File: src/rtl/stu_pkg.sv
// ============================================================================
// Module      : stu_pkg
// Description : Shared FSM encoding, result bit indices and width defaults
//               for the sensor self-test controller.
// Revision    : 1.0 - initial release
// ============================================================================
`default_nettype none

package stu_pkg;

  localparam int DW_DEF = 16;
  localparam int TW_DEF = 16;

  typedef enum logic [2:0] {
    ST_IDLE   = 3'd0,
    ST_SETTLE = 3'd1,
    ST_ACQ    = 3'd2,
    ST_EVAL   = 3'd3,
    ST_DONE   = 3'd4
  } stu_state_e;

  localparam int SENS_BELOW  = 0;
  localparam int SENS_ABOVE  = 1;
  localparam int SENS_TMO    = 2;
  localparam int SENS_STUCK  = 3;
  localparam int SENS_RETRIG = 4;
  localparam int SENS_PASS   = 5;

  // A zero-length window would never complete, so it behaves as one sample.
  function automatic logic [7:0] eff_win(input logic [7:0] win);
    return (win == 8'd0) ? 8'd1 : win;
  endfunction

endpackage

`default_nettype wire

File: src/rtl/stu_minmax.sv
// ============================================================================
// Module      : stu_minmax
// Description : Running min / max / sample-count tracker for one check window.
// Revision    : 1.0 - initial release
// ============================================================================
`default_nettype none

module stu_minmax #(
  parameter int DW = 16
) (
  input  logic          clk,
  input  logic          rst,
  input  logic          clr_i,
  input  logic          vld_i,
  input  logic [DW-1:0] data_i,
  output logic [DW-1:0] min_o,
  output logic [DW-1:0] max_o,
  output logic [7:0]    cnt_o
);

  logic [DW-1:0] min_q;
  logic [DW-1:0] max_q;
  logic [7:0]    cnt_q;

  always_ff @(posedge clk) begin
    if (rst || clr_i) begin
      min_q <= '0;
      max_q <= '0;
      cnt_q <= '0;
    end else if (vld_i) begin
      if (cnt_q == 8'd0) begin
        min_q <= data_i;
        max_q <= data_i;
      end else begin
        if (data_i < min_q) min_q <= data_i;
        if (data_i > max_q) max_q <= data_i;
      end
      if (cnt_q != 8'hFF) cnt_q <= cnt_q + 8'd1;
    end
  end

  assign min_o = min_q;
  assign max_o = max_q;
  assign cnt_o = cnt_q;

endmodule

`default_nettype wire

File: src/rtl/stu_ctrl.sv
// ============================================================================
// Module      : stu_ctrl
// Description : Sensor self-test controller: settle, acquire a window of AD
//               samples, evaluate range/stuck/timeout and publish a result.
// Revision    : 1.0 - initial release
// ============================================================================
`default_nettype none

module stu_ctrl
  import stu_pkg::*;
#(
  parameter int DW = DW_DEF,
  parameter int TW = TW_DEF
) (
  input  logic          clk_sys,
  input  logic          rst,
  input  logic          pluse_us,
  input  logic          ast,
  input  logic [DW-1:0] ad_data,
  input  logic          ad_vld,
  input  logic [TW-1:0] cfg_settle_us,
  input  logic [7:0]    cfg_win_len,
  input  logic [TW-1:0] cfg_timeout_us,
  input  logic [DW-1:0] cfg_thr_lo,
  input  logic [DW-1:0] cfg_thr_hi,
  output logic          chk_busy,
  output logic          chk_done,
  output logic [7:0]    stu_sensor
);

  stu_state_e    state_q, state_d;
  logic          ast_q, rst_dly_q;
  logic [TW-1:0] settle_q, settle_d, tmo_q, tmo_d, cnt_q, cnt_d;
  logic [7:0]    win_q, win_d;
  logic [DW-1:0] lo_q, lo_d, hi_q, hi_d;
  logic          below_q, below_d, above_q, above_d;
  logic          tflag_q, tflag_d, retrig_q, retrig_d;
  logic [7:0]    sensor_q, sensor_d;

  logic          w_edge, w_smp, w_win_done, w_tmo_hit, w_stuck;
  logic [TW-1:0] w_cnt_inc;
  logic [DW-1:0] w_min, w_max;
  logic [7:0]    w_mm_cnt;

  // The cycle right after reset release only primes ast_q, so a level that
  // was already high through reset is never mistaken for a rising edge.
  assign w_edge     = ast & ~ast_q & ~rst_dly_q;
  assign w_smp      = ad_vld && (state_q == ST_ACQ);
  assign w_cnt_inc  = cnt_q + TW'(1);
  assign w_win_done = w_smp && (({1'b0, w_mm_cnt} + 9'd1) >= {1'b0, eff_win(win_q)});
  assign w_tmo_hit  = pluse_us && (tmo_q != '0) && (w_cnt_inc == tmo_q);
  assign w_stuck    = (w_mm_cnt >= 8'd2) && (w_max == w_min);

  stu_minmax #(.DW(DW)) u_minmax (
    .clk    (clk_sys),
    .rst    (rst),
    .clr_i  (state_q == ST_IDLE),
    .vld_i  (w_smp),
    .data_i (ad_data),
    .min_o  (w_min),
    .max_o  (w_max),
    .cnt_o  (w_mm_cnt)
  );

  always_ff @(posedge clk_sys) begin
    if (rst) begin
      state_q   <= ST_IDLE;
      ast_q     <= 1'b0;
      rst_dly_q <= 1'b1;
      settle_q  <= '0;
      tmo_q     <= '0;
      cnt_q     <= '0;
      win_q     <= '0;
      lo_q      <= '0;
      hi_q      <= '0;
      below_q   <= 1'b0;
      above_q   <= 1'b0;
      tflag_q   <= 1'b0;
      retrig_q  <= 1'b0;
      sensor_q  <= '0;
    end else begin
      state_q   <= state_d;
      ast_q     <= ast;
      rst_dly_q <= 1'b0;
      settle_q  <= settle_d;
      tmo_q     <= tmo_d;
      cnt_q     <= cnt_d;
      win_q     <= win_d;
      lo_q      <= lo_d;
      hi_q      <= hi_d;
      below_q   <= below_d;
      above_q   <= above_d;
      tflag_q   <= tflag_d;
      retrig_q  <= retrig_d;
      sensor_q  <= sensor_d;
    end
  end

  always_comb begin
    state_d  = state_q;
    settle_d = settle_q;
    tmo_d    = tmo_q;
    cnt_d    = cnt_q;
    win_d    = win_q;
    lo_d     = lo_q;
    hi_d     = hi_q;
    below_d  = below_q;
    above_d  = above_q;
    tflag_d  = tflag_q;
    retrig_d = retrig_q;
    sensor_d = sensor_q;

    case (state_q)
      ST_IDLE: begin
        cnt_d    = '0;
        below_d  = 1'b0;
        above_d  = 1'b0;
        tflag_d  = 1'b0;
        retrig_d = 1'b0;
        if (w_edge) begin
          settle_d = cfg_settle_us;
          tmo_d    = cfg_timeout_us;
          win_d    = cfg_win_len;
          lo_d     = cfg_thr_lo;
          hi_d     = cfg_thr_hi;
          state_d  = ST_SETTLE;
        end
      end
      ST_SETTLE: begin
        if (w_edge) retrig_d = 1'b1;
        if (settle_q == '0) begin
          cnt_d   = '0;
          state_d = ST_ACQ;
        end else if (pluse_us) begin
          if (w_cnt_inc == settle_q) begin
            cnt_d   = '0;
            state_d = ST_ACQ;
          end else begin
            cnt_d = w_cnt_inc;
          end
        end
      end
      ST_ACQ: begin
        if (w_edge) retrig_d = 1'b1;
        if (pluse_us) cnt_d = w_cnt_inc;
        if (w_smp && (ad_data < lo_q)) below_d = 1'b1;
        if (w_smp && (ad_data > hi_q)) above_d = 1'b1;
        // A sample that completes the window wins over a coincident timeout.
        if (w_win_done) begin
          state_d = ST_EVAL;
        end else if (w_tmo_hit) begin
          tflag_d = 1'b1;
          state_d = ST_EVAL;
        end
      end
      ST_EVAL: begin
        sensor_d              = '0;
        sensor_d[SENS_BELOW]  = below_q;
        sensor_d[SENS_ABOVE]  = above_q;
        sensor_d[SENS_TMO]    = tflag_q;
        sensor_d[SENS_STUCK]  = w_stuck;
        sensor_d[SENS_RETRIG] = retrig_q | w_edge;
        sensor_d[SENS_PASS]   = ~(below_q | above_q | tflag_q | w_stuck);
        state_d               = ST_DONE;
      end
      ST_DONE: begin
        state_d = ST_IDLE;
      end
      default: begin
        state_d = ST_IDLE;
      end
    endcase
  end

  assign chk_busy   = (state_q != ST_IDLE);
  assign chk_done   = (state_q == ST_DONE);
  assign stu_sensor = sensor_q;

endmodule

`default_nettype wire

File: config.mk
export PLATFORM = sky130hd
export DESIGN_NAME = stu_ctrl
export DESIGN_NICKNAME = d
export VERILOG_FILES = /design/src/rtl/stu_pkg.sv /design/src/rtl/stu_minmax.sv /design/src/rtl/stu_ctrl.sv
export SDC_FILE = /design/constraint.sdc
export NUM_CORES = 1
export LEC_CHECK = 0
export CAP_MARGIN = 25
export CELL_PAD_IN_SITES_DETAIL_PLACEMENT = 0
export CELL_PAD_IN_SITES_GLOBAL_PLACEMENT = 2
export CORE_MARGIN = 10
export CORE_UTILIZATION = 30
export DETAILED_ROUTE_END_ITERATION = 8
export GPL_TIMING_DRIVEN = 1
export PLACE_DENSITY_LB_ADDON = 0.1
export SYNTH_ARGS = -nofsm -noshare
export SYNTH_HDL_FRONTEND = slang
export SYNTH_SLANG_ARGS = --single-unit
export TNS_END_PERCENT = 20
File: constraint.sdc
create_clock -name clk_sys -period 2.85 [get_ports clk_sys]
set_clock_uncertainty 0.2 [all_clocks]
set_input_delay 0.57 -clock clk_sys [delete_from_list [all_inputs] [get_ports clk_sys]]
set_output_delay 0.57 -clock clk_sys [all_outputs]
set_load 0.02 [all_outputs]
# After elaboration in Yosys (flattened, before gate mapping)
# Index checks and enable logic that the tools add are counted.
word_totals:
  wordCells: 110
  reg_bits: 143
classes:
  eq_ne: 18
  reduce_logical: 30
  bitwise_logic: 9
  n_mux: 27
  add_sub_neg: 3
  magnitude_cmp: 6
op_table:
  columns: ["operator", "count"]
  rows:
  - ["two-way mux 16 bit", 8]
  - ["== test 16 bit", 3]
  - ["case mux 16 bit (3 select lines)", 1]
  - ["greater-than comparator 16 bit", 2]
  - ["< comparator 16 bit", 2]
  - ["two-way mux 3 bit", 6]
  - ["adder 16 x 1 -> 16 bit, second input constant", 1]
  - ["logical NOT 16 bit", 1]
  - ["logical NOT 8 bit", 2]
  - ["nonzero test 16 bit", 1]
  - ["AND reduction 2 bit", 7]
  - ["case mux 3 bit (4 select lines)", 1]
  - ["adder 8 x 1 -> 9 bit, second input constant", 1]
  - ["greater-or-equal comparator 9 x 8 -> 1 bit", 1]
  - ["inequality test 3 bit, second input constant", 3]
  - ["adder 8 x 1 -> 8 bit, second input constant", 1]
  - ["greater-or-equal comparator 8 x 2 -> 1 bit, second input constant", 1]
  - ["two-way mux 8 bit", 1]
  - ["inequality test 2 bit, second input constant", 4]
  - ["inequality test 8 bit, second input constant", 1]
  - ["case mux 1 bit (2 select lines)", 4]
  - ["nonzero test 2 bit", 4]
  - ["logical AND 1 bit", 7]
  - ["== test 3 x 2 -> 1 bit, second input constant", 2]
  - ["13 further kinds", 28]

# Longest topological paths before layout
# Gate-level depths: netlist of the first run.
logic_depth:
  ltp_word: 6
  mapped_depth: 12
  mapped_depth_nobuf: 11

# Hierarchy
# From an unflattened synthesis of the first run, not the netlist that was laid out.
unflattened:
  hier_cells: 1084
  hier_area_um2: 8672.1
modules_own_cells:
  columns: ["module", "seq_area_each_um2", "area_per_inst_um2", "cells_each", "n_inst"]
  rows:
  - ["stu_ctrl", 2062.0, 6256.0, 805, 1]
  - ["stu_minmax", 800.8, 2416.1, 279, 1]

# Worst setup path after synthesis of the first run
# Ideal clock, no wire load.
synth_timing:
  path_type: "input to register"
  startpoint: "in ad_data[14]"
  endpoint: "reg u_minmax.max_q[10], in the netlist u_minmax.max_o[10]"
  t_arrival_ps: 2438
  stages: 10
  setup_ps: 70
  path_slack_ps: 142
  n_path_buf: 2
  path_cell_list: "ha_1 -> nand3_1 -> or3_1 -> nor4_1 -> a21o_1 -> nand2b_1 -> clkbuf_1 -> buf_2 -> nand3_1 -> a21oi_1"
synth_via:
  elab_chain_len: 3
synth_lines:
  columns: ["item", "line", "text"]
  rows:
  - ["from (decl)", "stu_ctrl.sv:19", "input logic [DW-1:0] ad_data,"]
  - ["greater-than comparator 16 bit", "stu_minmax.sv:36", "if (data_i > max_q) max_q <= data_i;"]
  - ["nonzero test 2 bit (no source line)", null, null]
  - ["AND reduction 2 bit (no source line)", null, null]
  - ["to (signal assigned)", "stu_minmax.sv:33", "max_q <= data_i;"]
  - ["to (signal assigned)", "stu_minmax.sv:36", null]
  - ["to (decl)", "stu_minmax.sv:22", "logic [DW-1:0] max_q;"]
# No other way between the ends.
# A chain may end at the register's enable or synchronous reset.

# Worst setup path after layout of the first run
layout_timing:
  startpoint: "reg cnt_q[0]"
  endpoint: "reg state_q[1]"
layout_via:
  elab_chain_len: 5
layout_lines:
  columns: ["item", "line", "text"]
  rows:
  - ["from (decl)", "stu_ctrl.sv:33", "logic [TW-1:0] settle_q, settle_d, tmo_q, tmo_d, cnt_q, cnt_d;"]
  - ["from (signal assigned)", "stu_ctrl.sv:87", "cnt_q <= cnt_d;"]
  - ["adder 16 x 1 -> 16 bit *", "stu_ctrl.sv:49", "assign w_cnt_inc = cnt_q + TW'(1);"]
  - ["== test 16 bit", "stu_ctrl.sv:51", "assign w_tmo_hit = pluse_us && (tmo_q != '0) && (w_cnt_inc == tmo_q);"]
  - ["logical AND 1 bit", "stu_ctrl.sv:51", null]
  - ["inequality test 3 bit (no source line)", null, null]
  - ["AND reduction 4 bit (no source line) *", null, null]
  - ["to (signal assigned)", "stu_ctrl.sv:82", "state_q <= state_d;"]
  - ["to (decl)", "stu_ctrl.sv:31", "stu_state_e state_q, state_d;"]
# Every way passes the cells marked *; elsewhere a longest branch is shown, timed or not.

==> summary.txt, run 1 <==
Outcome: finished, final reports clean
Leak Pwr: 4.333 nW
Area occupied by multi-input gates: 5194 um^2
Post-CTS setup buffer count: 0
Yosys warns: 0
Clock Sink Count: 143
Leading area contributor after synthesis: dfxtp_1
Rel. slew slack: 0.6027
Dpl hpwl: 21620 um
Slowest-stage cell, CP: nor4_4
Vias per Instance: 4.664
Clock power frac: 0.357
Worst VDD drop: 0.3263 mV
RSZ-0062 raised after global routing: yes
Worst skew pair latency: 430 ps
DRT antenna net count: 0
Crit path launch type: register
Total power: 6.818 mW
Top cells by area, synth: dfxtp_1 33%, ha_1 11%, nand2_1 8.3%
Highest clock rate: 0.3628 GHz
Layout area overhead: 32.03%
Distinct cells, synth: 69
Pwr Density: 602.5 nW/um^2
GR Util All Layers: 0.1586
First-pass DRT Iterations: 5
Sequential cell area: 2870 um^2
Rows: 61
Synth Area per Inst: 7.856 um^2
Critical path cell sequence: ha_2, buf_4, nand3_4, or3_1, a32oi_1, nand4_1, nor4_4, nor3b_2, nor2_1, nor4_2
Routed WL per cell: 17.08 um
Final net count: 1424
Final hold viol count: 0
CP Capture Type: register
Worst Max-Slew Pin Slew: 590.5 ps
Worst Setup Path Type: register to register
Fillers: 2962
Buffer depth of the longest clock path: 2
Sw Pwr: 2.270 mW
Max-cap violation count: 0
Switching share of power: 0.3330
Required @ worst endpoint: 2990 ps
Clock root cell: clkbuf_16
Vias: 7696
Crit path time final: 2756 ps
Primary FF master, synth: dfxtp_1
Mapped Cells: 1091
Seq/Total Area, Yosys: 0.3340
CTS tree: built
Clock Pin Slew Worst Setup and Hold Paths: 60 ps
Io pins: 103
Sequential fraction of design power: 0.341
Detailed Route WL: 28180 um
CP arrival: 2890 ps
Power Internal: 4.547 mW
Family with the most delay on the worst path: simple AND/OR/NAND/NOR gates
Count of hold-fix buffers inserted at cts: 0
Gr ovfl total: 0
DRC: 0
Starting DRT DRC Count: 404
First-pass GRT wire length: 45110 um
Synthesized area: 8571 um^2
Die span in y: 189.0 um
CP bufs+invs: 1
Crit share post-route: 0.9672
Pins over their slew limit: 0
CTS H-tree depth: 4
Worst hold path type: register to register
CP Max Fanout: 6
IO Port Bufs: 100
Setup Viol. Count Final: 0
Post-synth EDFFs: 0
Fraction of layout cells with a size suffix above 1: 0.1386
TritonCTS buffer count: 17
Die W: 189.0 um
Gate power share: 0.302
Vias in the first global route: 7985
Initial antenna violation count: 1
Yosys top cell area share: 0.3340
Largest net degree at the start of global routing: 88
CP max stage delay: 370 ps
Post-synth ARST share: 0
Placer Congestion: 0.7913
Starting density of the core: 0.3060
Die area: 35730 um^2
#FFs+latches synth: 143
CORE AREA: 28010 um^2
Layout Utilization: 0.4040
[power groups by stage]
stage,logic (mW),clock network (mW),registers (mW)
2_1_floorplan,1.22,0,2.30
3_3_place_gp,2.05,0,2.37
6_report,2.06,2.43,2.32
4_1_cts,2.06,2.50,2.33
3_5_place_dp,2.04,0,2.37
5_1_grt,2.30,2.59,2.35
[state kept, by name, summed over array words and instances, names as in the netlist]
signal          cells
hi_q               16
tflag_q             1
stu_sensor          6
u_minmax.min_o     16
ast_q               1
cnt_q              16
u_minmax.max_o     16
below_q             1
state_q             3
above_q             1
win_q               8
settle_q           16
rst_dly_q           1
tmo_q              16
lo_q               16
retrig_q            1
u_minmax.cnt_o      8
[metrics by stage]
step | setup TNS, ps | hold WS, ps | std cells | setup WS [ps] | area (um^2)
after global routing | -635.5 | 274.3 | 1648 | -74.97 | 11310
after floorplan | 0 | 236.3 | 1092 | 141.5 | 8574
after CTS | 0 | 256.3 | 1647 | 7.283 | 11250
final | 0 | 253.9 | 1650 | 93.57 | 11320
after global placement | -11780 | 242.7 | 1615 | -501.4 | 10610
after detailed placement | -12440 | 247.2 | 1615 | -551.5 | 10610
[cell families after synthesis]
logic type,count (synthesis),synth area share
AND/OR/NAND/NOR,416,0.2333
AO/OA/AOI/OAI,221,0.1496
flip-flops,143,0.3340
buffers and inverters,138,0.06817
XOR/XNOR,78,0.08292
adder cells (fa/ha/maj),74,0.1080
multiplexers,20,0.02350
other,1,0.0004375
[layout by cell type, fill, tap and decap left out, types with 5 or more instances in the layout]
cell type        instances
xnor2_1                 50
buf_4                   99
ha_1                    73
clkbuf_16               17
or3_1                    5
nand3_1                 33
a21o_1                  23
nor3_1                  17
and3_1                   7
dfxtp_1                137
mux2i_1                 19
nor2_1                  75
nand2_1                188
buf_12                   5
a21oi_1                124
o21ai_0                 32
dfxtp_2                  6
nor2b_1                 12
inv_1                   78
clkdlybuf4s50_1         98
o21ai_1                  8
nand2b_1                 9
nor4_1                  13
xor2_1                  26
nand4_1                 20
[area by class of cell]
| cell class | instances | area share |
|---|---|---|
| clock buffers | 19 | 0.03914 |
| clock inverters | 13 | 0.01636 |
| diodes | 2 | 0.0004423 |
| well taps | 378 | 0.04180 |
| flip-flops and latches | 143 | 0.2536 |
| inverters | 79 | 0.02621 |
| multi-input cells | 811 | 0.4590 |
| repair buffers | 205 | 0.1634 |
[worst paths after layout]
path	cells past startpoint	end	slack (ps)	start
worst max-delay path	10	state_q[1]	90	cnt_q[0]
worst max register to register	10	state_q[1]	90	cnt_q[0]
worst min register to register	2	hi_q[14]	250	hi_q[14]
worst min-delay path	2	hi_q[14]	250	hi_q[14]
[Yosys cell counts, types with 9 or more instances]
library cell  number
nand2_1          189
dfxtp_1          143
a21oi_1          124
inv_1             79
nor2_1            75
ha_1              74
xnor2_1           50
clkbuf_1          40
o21ai_0           39
nand3_1           33
xor2_1            26
a21o_1            23
nand4_1           20
mux2i_1           19
nor3_1            18
nor4_1            15
nor2b_1           12
buf_4             10
nand2b_1           9
[timing repair]
action                                  CTS  global route
gates cloned                              0             1
endpoints found under the setup margin   19            31
pin swaps                                 2             3
endpoints found under the hold margin     0             0
resized for setup                        11            18
[layer usage]
layer | part of all wire | track usage | routed length [um]
met5 | 0 | 0 | 0
met4 | 0.011 | 0.03694 | 297
met1 | 0.49 | 0.2121 | 13860
met2 | 0.46 | 0.2532 | 12850
met3 | 0.041 | 0.03583 | 1167
[worst min-delay path, delay by kind of cell (launching register included)]
family	cells	cell delay, ps
simple gates	1	50
flops	1	310
compound gates	1	50
Note: power is estimated with default switching activity, not from simulation.
==> run 2, diff against run 1 <==
--- a/config.mk
+++ b/config.mk
@@ -16,4 +16,4 @@
 export SYNTH_ARGS = -nofsm -noshare
 export SYNTH_HDL_FRONTEND = slang
 export SYNTH_SLANG_ARGS = --single-unit
-export TNS_END_PERCENT = 20
+export TNS_END_PERCENT = 1
==> results of run 2 <==
Same layout as run 1: the final DEF is identical, and so are final timing and power.
